<file path="src/rtl/ct_arb_pkg.sv">
// Shared types and the round-robin search used by the ct_field_arb arbiter.
package ct_arb_pkg;

    typedef enum logic {
        IDLE = 1'b0,
        BUSY = 1'b1
    } arb_state_t;

    localparam int MAX_NI = 16;

    // First asserted request after 'last', wrapping modulo ni; returns 'last' if none.
    function automatic logic [3:0] rr_next(input logic [15:0] req, input int ni, input int last);
        logic [3:0] result;
        logic       found;
        int         idx;
        result = 4'(last);
        found  = 1'b0;
        for (int i = 1; i <= MAX_NI; i++) begin
            idx = last + i;
            if (idx >= ni) idx = idx - ni;
            if (i <= ni && !found && req[idx[3:0]]) begin
                result = idx[3:0];
                found  = 1'b1;
            end
        end
        return result;
    endfunction

endpackage

</file>
<file path="src/rtl/ct_rr_pick.sv">
// Combinational round-robin picker: request vector and last index -> next index.
module ct_rr_pick
    import ct_arb_pkg::*;
#(
    parameter int NI = 2,
    parameter int WS = 1
) (
    input  logic [NI-1:0] req,
    input  logic [WS-1:0] last,
    output logic [WS-1:0] nxt,
    output logic          any
);

    logic [15:0] req_ext;
    logic [3:0]  pick;

    always_comb begin
        req_ext         = '0;
        req_ext[NI-1:0] = req;
        pick            = rr_next(req_ext, NI, int'(last));
        nxt             = pick[WS-1:0];
        any             = |req;
    end

endmodule

</file>
<file path="src/rtl/ct_field_arb.sv">
// Packet-locked round-robin arbiter with data/field passthrough.
// Define CT_FIELD_ARB_FASTGRANT_EN to re-arbitrate on the eop beat and skip the idle cycle.
module ct_field_arb
    import ct_arb_pkg::*;
#(
    parameter  int NI = 2,
    parameter  int WD = 8,
    parameter  int WF = 4,
    localparam int WS = ($clog2(NI) > 1) ? $clog2(NI) : 1
) (
    input  logic             clk,
    input  logic             reset,
    input  logic [NI*WD-1:0] i_data,
    input  logic [NI*WF-1:0] i_field,
    input  logic [NI-1:0]    i_eop,
    input  logic [NI-1:0]    i_valid,
    output logic [NI-1:0]    o_ready,
    output logic [WD-1:0]    o_data,
    output logic [WF-1:0]    o_field,
    output logic             o_eop,
    output logic [WS-1:0]    o_src,
    output logic             o_valid,
    input  logic             i_ready
);

    arb_state_t      state;
    logic [WS-1:0]   gnt;
    logic [WS-1:0]   last;
    logic [WS-1:0]   pick_last;
    logic [WS-1:0]   nxt;
    logic            any;
    logic            done;

    // In BUSY the search starts after the current grant, which only matters for fast grant.
    assign pick_last = (state == BUSY) ? gnt : last;

    ct_rr_pick #(
        .NI (NI),
        .WS (WS)
    ) u_pick (
        .req  (i_valid),
        .last (pick_last),
        .nxt  (nxt),
        .any  (any)
    );

    always_comb begin
        o_data  = i_data[gnt*WD +: WD];
        o_field = i_field[gnt*WF +: WF];
        o_eop   = i_eop[gnt];
        o_valid = (state == BUSY) && i_valid[gnt];
        o_ready = '0;
        if (state == BUSY) o_ready[gnt] = i_ready;
        o_src   = (state == BUSY) ? gnt : last;
        done    = o_valid && i_ready && o_eop;
    end

    always_ff @(posedge clk or negedge reset) begin
        if (!reset) begin
            state <= IDLE;
            gnt   <= '0;
            last  <= WS'(NI - 1);
        end else begin
            case (state)
                IDLE: begin
                    if (any) begin
                        gnt   <= nxt;
                        state <= BUSY;
                    end
                end
                BUSY: begin
                    if (done) begin
                        last <= gnt;
`ifdef CT_FIELD_ARB_FASTGRANT_EN
                        if (any) gnt <= nxt;
                        else     state <= IDLE;
`else
                        state <= IDLE;
`endif
                    end
                end
                default: state <= IDLE;
            endcase
        end
    end

endmodule
</file>
<file path="config.mk">
export PLATFORM = sky130hd
export DESIGN_NAME = ct_field_arb
export DESIGN_NICKNAME = d
export VERILOG_FILES = /design/src/rtl/ct_arb_pkg.sv /design/src/rtl/ct_rr_pick.sv /design/src/rtl/ct_field_arb.sv
export SDC_FILE = /design/constraint.sdc
export NUM_CORES = 1
export LEC_CHECK = 0
export BUFFER_PORTS_ARGS = -buffer_cell sky130_fd_sc_hd__buf_4
export CORE_AREA = 2 2 39 41
export DETAILED_ROUTE_END_ITERATION = 6
export DIE_AREA = 0 0 41 43
export PLACE_DENSITY = 0.78
export REMOVE_ABC_BUFFERS = 1
export SETUP_SLACK_MARGIN = 0.3
export SYNTH_ARGS = -nofsm -noshare
export SYNTH_HDL_FRONTEND = slang
export SYNTH_SLANG_ARGS = --single-unit
</file>
<file path="constraint.sdc">
create_clock -name clk -period 2.3 [get_ports clk]
set_input_delay 0.46 -clock clk [delete_from_list [all_inputs] [get_ports clk]]
set_output_delay 0.46 -clock clk [all_outputs]
set_load 0.05 [all_outputs]
</file>
Word level (Yosys, flattened, before mapping)
Index checks and enable logic that the tools add are counted.
Word-level totals
  memories: 0
  ROM bits: 0
  logic and storage cells: 46
  RAM bits: 0
  latch bits: 0
  input bits: 31
  flip-flop bits (word level): 3
Operators by class
  reductions and logical operators: 9
  bitwise logic cells: 2
  shifts and indexed selects: 2
  div/mod/pow operators: 0
  order comparisons: 6
  $mul: 0
  mux-type cells: 20
  add/sub/neg operators: 4
  equality and inequality tests: 0
Operators by type and width (count)
  32-bit by 3-bit greater-or-equal comparator with 1-bit output (second input constant): 2
  16-bit by 5-bit variable part select with 8-bit output: 1
  1-bit 2-to-1 mux: 13
  4-bit by 5-bit less-than comparator with 1-bit output (second input constant): 2
  1-bit binary-select mux with 4-bit select: 2
  4-bit 2-to-1 mux: 2
  8-bit by 4-bit variable part select with 4-bit output: 1
  4-bit by 3-bit subtractor with 4-bit output (second input constant): 2
  1-bit logical AND: 5
  2-bit AND reduction: 2
  1-bit by 2-bit adder with 3-bit output (second input constant): 1
  1-bit by 1-bit adder with 2-bit output (second input constant): 1
  2-bit bitwise AND: 1
  1-bit by 2-bit less-than comparator with 1-bit output (second input constant): 1
  2-bit 2-to-1 mux: 1
  1-bit case mux with 2 select lines: 1
  2-bit OR reduction: 1
  1-bit demux with 1-bit select: 1
  1-bit greater-or-equal comparator (second input constant): 1
  1-bit zero test: 1
  1-bit NOT: 1

Logic depth before layout (Yosys ltp)
  depth after elaboration: 10
  mapped depth: 4
  mapped depth without buffers: 3

Modules after synthesis
A second synthesis with hierarchy kept.
Second synthesis, totals
  cells, all modules: 32
  area, all modules: 367.9 sq um
Modules (own cells, without submodules)
  ct_field_arb: area an instance 347.8 sq um, cells each 29, instances 1, seq. area each 76.3 sq um
  ct_rr_pick: area an instance 20.0 sq um, cells each 3, instances 1, seq. area each 0.0 sq um

Least setup slack after synthesis
Ideal clock, no wire load.
  path kind: flip-flop to output port
  start point: register gnt
  end point: output port o_ready[0]
  stages on the path, launching flop included: 4
  required time: 1.840 ns
  slack: 0.524 ns
  data arrival time: 1.316 ns
  cell sequence: dfrtp_1 -> buf_6 -> buf_12 -> nor2_1
On the way
  cells in the longest elaborated chain, start to end: 6
Ends and longest elaborated chain
  start, declared: line ct_field_arb.sv:27  | logic [WS-1:0] gnt;
  start signal, assigned: line ct_field_arb.sv:67  | gnt <= nxt;
  1-bit by 2-bit less-than comparator with 1-bit output (not written as such) or 1-bit greater-or-equal comparator (tied branches): line ct_field_arb.sv:53  | if (state == BUSY) o_ready[gnt] = i_ready;
  1-bit logical AND (not written as such): line ct_field_arb.sv:53
  1-bit 2-to-1 mux (not written as such): line ct_field_arb.sv:53
  1-bit demux with 1-bit select *: line ct_field_arb.sv:53
  2-bit bitwise AND (no line) *
  2-bit 2-to-1 mux *: line ct_field_arb.sv:53
  end, declared: line ct_field_arb.sv:17  | output logic [NI-1:0] o_ready,
Mark *: on every way between the ends. The rest lies on a longest branch, timed or not.

Worst setup path in the final report
  start point: register gnt
  end point: output port o_eop
On the way
  cells in the longest elaborated chain, start to end: 2
Ends and longest elaborated chain
  1-bit 2-to-1 mux (not written as such) (2 in a row): line ct_field_arb.sv:50  | o_eop = i_eop[gnt];
  end, declared: line ct_field_arb.sv:20  | output logic o_eop,
Every way passes these cells. The select of a mux whose other input is x is not followed.

==> impl_metrics.yaml <==
run_status:
  status: "finished clean"
sta:
  slew_headroom_pct: 81.4
  min_period_ps: 1870
  hold_ws_ps: 13.7
  rsz0062_at_grt: "no"
  finalSetupViolCount: 0
  tightest_slew_ps: 278
  hold_viol: 0
  finalSetupTns_ps: 0
  skew_ps: 0.991
  slew_violations: 0
  finalCritPeriodShare_pct: 81.3
  fmax_mhz: 535
final_layout:
  fill_cells: 131
  nets: 115
  layout_commonest_cell: "buf_4"
  final_area_sq_um: 761
  n_antenna_cell: 0
  final_cell_mix: "buf_4, mux2_2, nand2_1"
  area_growth_pct: 95.5
  fin_cells: 99
  drive_gt1_share_pct: 85.5
pwr:
  ir_drop_mv: 0.582
  total_power_w: 0.00101
  p_switching_w: 0.000559
  power_frac_comb_pct: 74.1
  p_leak_nw: 0.392
  p_clk_share_pct: 9.0
  power.density_nw_per_um2: 1330
  switching_share_pct: 55.1
  p_int_w: 0.000456
  seq_power_share_pct: 16.9
detailed_routing:
  via_count: 459
  drt_iter0_drc: 1
  post-route-drc-count: 0
  drt_pre_antenna_iters: 2
  via_per_inst: 4.64
  drtAntennaViolNets: 0
  wl_per_cell_microns: 11.4
  routed_wl_mm: 1.13
floorplan:
  initial_core_util_pct: 28.1
  core-area_sq_um: 1380
  die-area_sq_um: 1760
  die_y_microns: 43
  die_w_microns: 41
  rows: 14
  boundaryPins: 48
clocking:
  root_buffer: "clkbuf_4"
  clkSinkCount: 3
  numCtsBuffers: 3
  htree_num_levels: 1
  cts_tree: "built"
  clk_latency_ps: 230
  postCtsHoldBufs: 0
  postCtsSetupBuffers: 0
  clockBufferDepth: 2
  clk_pin_slew_worst_paths_ps: 40
global_routing:
  grt_usage_pct: 14.6
  grt_max_degree: 21
  grt_pass1_wl_mm: 1.75
  grt_pass1_vias: 451
  grt-ovfl-total: 0
  antenna_found_initial: 0
worst_setup_path:
  required_ps: 1840
  path_class: "flip-flop to primary output"
  end_kind: "primary output"
  cp-start-kind: "flip-flop"
  crit_path_max_fanout: 20
  cp.arrival_ps: 1410
synth:
  yosysTopAreaCell: "mux2_2"
  avgSynthCellArea_sq_um: 11.4
  synth_xor_area_share_pct: 0
  synthAdderAreaFrac_pct: 0
  yosys.area_share.simple_pct: 11.3
  syn-cell-area_sq_um: 389
  yosysTopAreaCellShare_pct: 28.9
  synth_area_leaders: "mux2_2, mux2_4, dfrtp_1, dfstp_2, o31ai_4"
  ys_seq_elements: 3
  synth_compound_area_share_pct: 13.2
  yosysWarnings: 0
  synthMuxAreaShare_pct: 46.9
  seq_area_frac_synth_pct: 19.6
  ys_types: 16
  synth_top_family_by_area: "multiplexers"
  syn_inst: 34
place:
  gp_congestion: 0.714
  dpl-instance-area_sq_um: 731
  dp.cells: 95
  place_hpwl_microns: 945
  portBuffers: 47
min_path:
  min_path_type: "input pin to async pin"
flow_run:
  maxCapViolCount: 0
## worst paths after layout
check	start	endpoint	slack [ps]	depth (start not counted)
max in group asynchronous	reset	last	2100	1
worst max-delay path	gnt	o_eop	430	2
worst min-delay path	reset	gnt	10	1
worst min register to register	last	last	480	2
worst max register to register	gnt	state	990	3
min in group clk	last	last	480	2
## metal layers
metal  GRT usage (%)  up-vias  share of wire, %  routed length, microns
li1                -      222                 -                       -
met1            14.6      208                31                     355
met2            25.3       29                56                     632
met3            3.66        0                13                     145
met4            8.00        0                 0                       0
met5               0        -                 0                       0
## flip-flops by register name, summed over array words and instances (netlist names)
name   cells
gnt        1
last       1
state      1
## area by class of cell
type / count / area [sq um] / area share, %
clock buffers: 4 / 26.3 / 3.45
flip-flops and latches: 3 / 80.1 / 10.5
multi-input cells: 28 / 278 / 36.5
well taps: 16 / 20.0 / 2.63
inverters: 1 / 3.75 / 0.493
repair buffers: 47 / 353 / 46.4
## per-stage QoR
step	setup slack (ps)	utilization (%)
2_1_floorplan	235	-
3_3_place_gp	359	52.8
3_5_place_dp	333	52.8
4_1_cts	336	54.8
5_1_grt	371	55.0
6_report	431	55.0
## timing repair
action	in CTS	in global routing
resized for setup	1	1
endpoints found under the setup margin	16	2
endpoints found under the hold margin	0	0
gates cloned	0	0
## critical path: stages (launching register included)
cell and delay (ps):
dfrtp_4 580, mux2_2 400, buf_4 190
## power by group through the flow
| stage | clock (W) | sequential [W] | combinational (W) |
|---|---|---|---|
| 2_1_floorplan | 0 | 0.000148 | 0.000560 |
| 3_3_place_gp | 0 | 0.000164 | 0.000752 |
| 3_5_place_dp | 0 | 0.000168 | 0.000759 |
| 4_1_cts | 0.0000966 | 0.000169 | 0.000757 |
| 5_1_grt | 0.0000975 | 0.000183 | 0.000782 |
| 6_report | 0.0000910 | 0.000172 | 0.000752 |
## cell usage after synthesis
| cell | n |
|---|---|
| a32o_1 | 1 |
| buf_6 | 1 |
| o31ai_4 | 1 |
| dfrtp_1 | 2 |
| o21ai_2 | 1 |
| dfstp_2 | 1 |
| mux2_2 | 10 |
| and3_2 | 1 |
| nand3_2 | 1 |
| o32a_2 | 1 |
| buf_12 | 1 |
| mux2i_1 | 1 |
| inv_1 | 1 |
| mux2_4 | 4 |
| nand2_1 | 5 |
| nor2_1 | 2 |
## cells by family after synthesis
family                 Yosys count
AO/OA/AOI/OAI                    4
buffers and inverters            3
flip-flops                       3
multiplexers                    15
AND/OR/NAND/NOR                  9
Power figures use the tool's default switching activity.
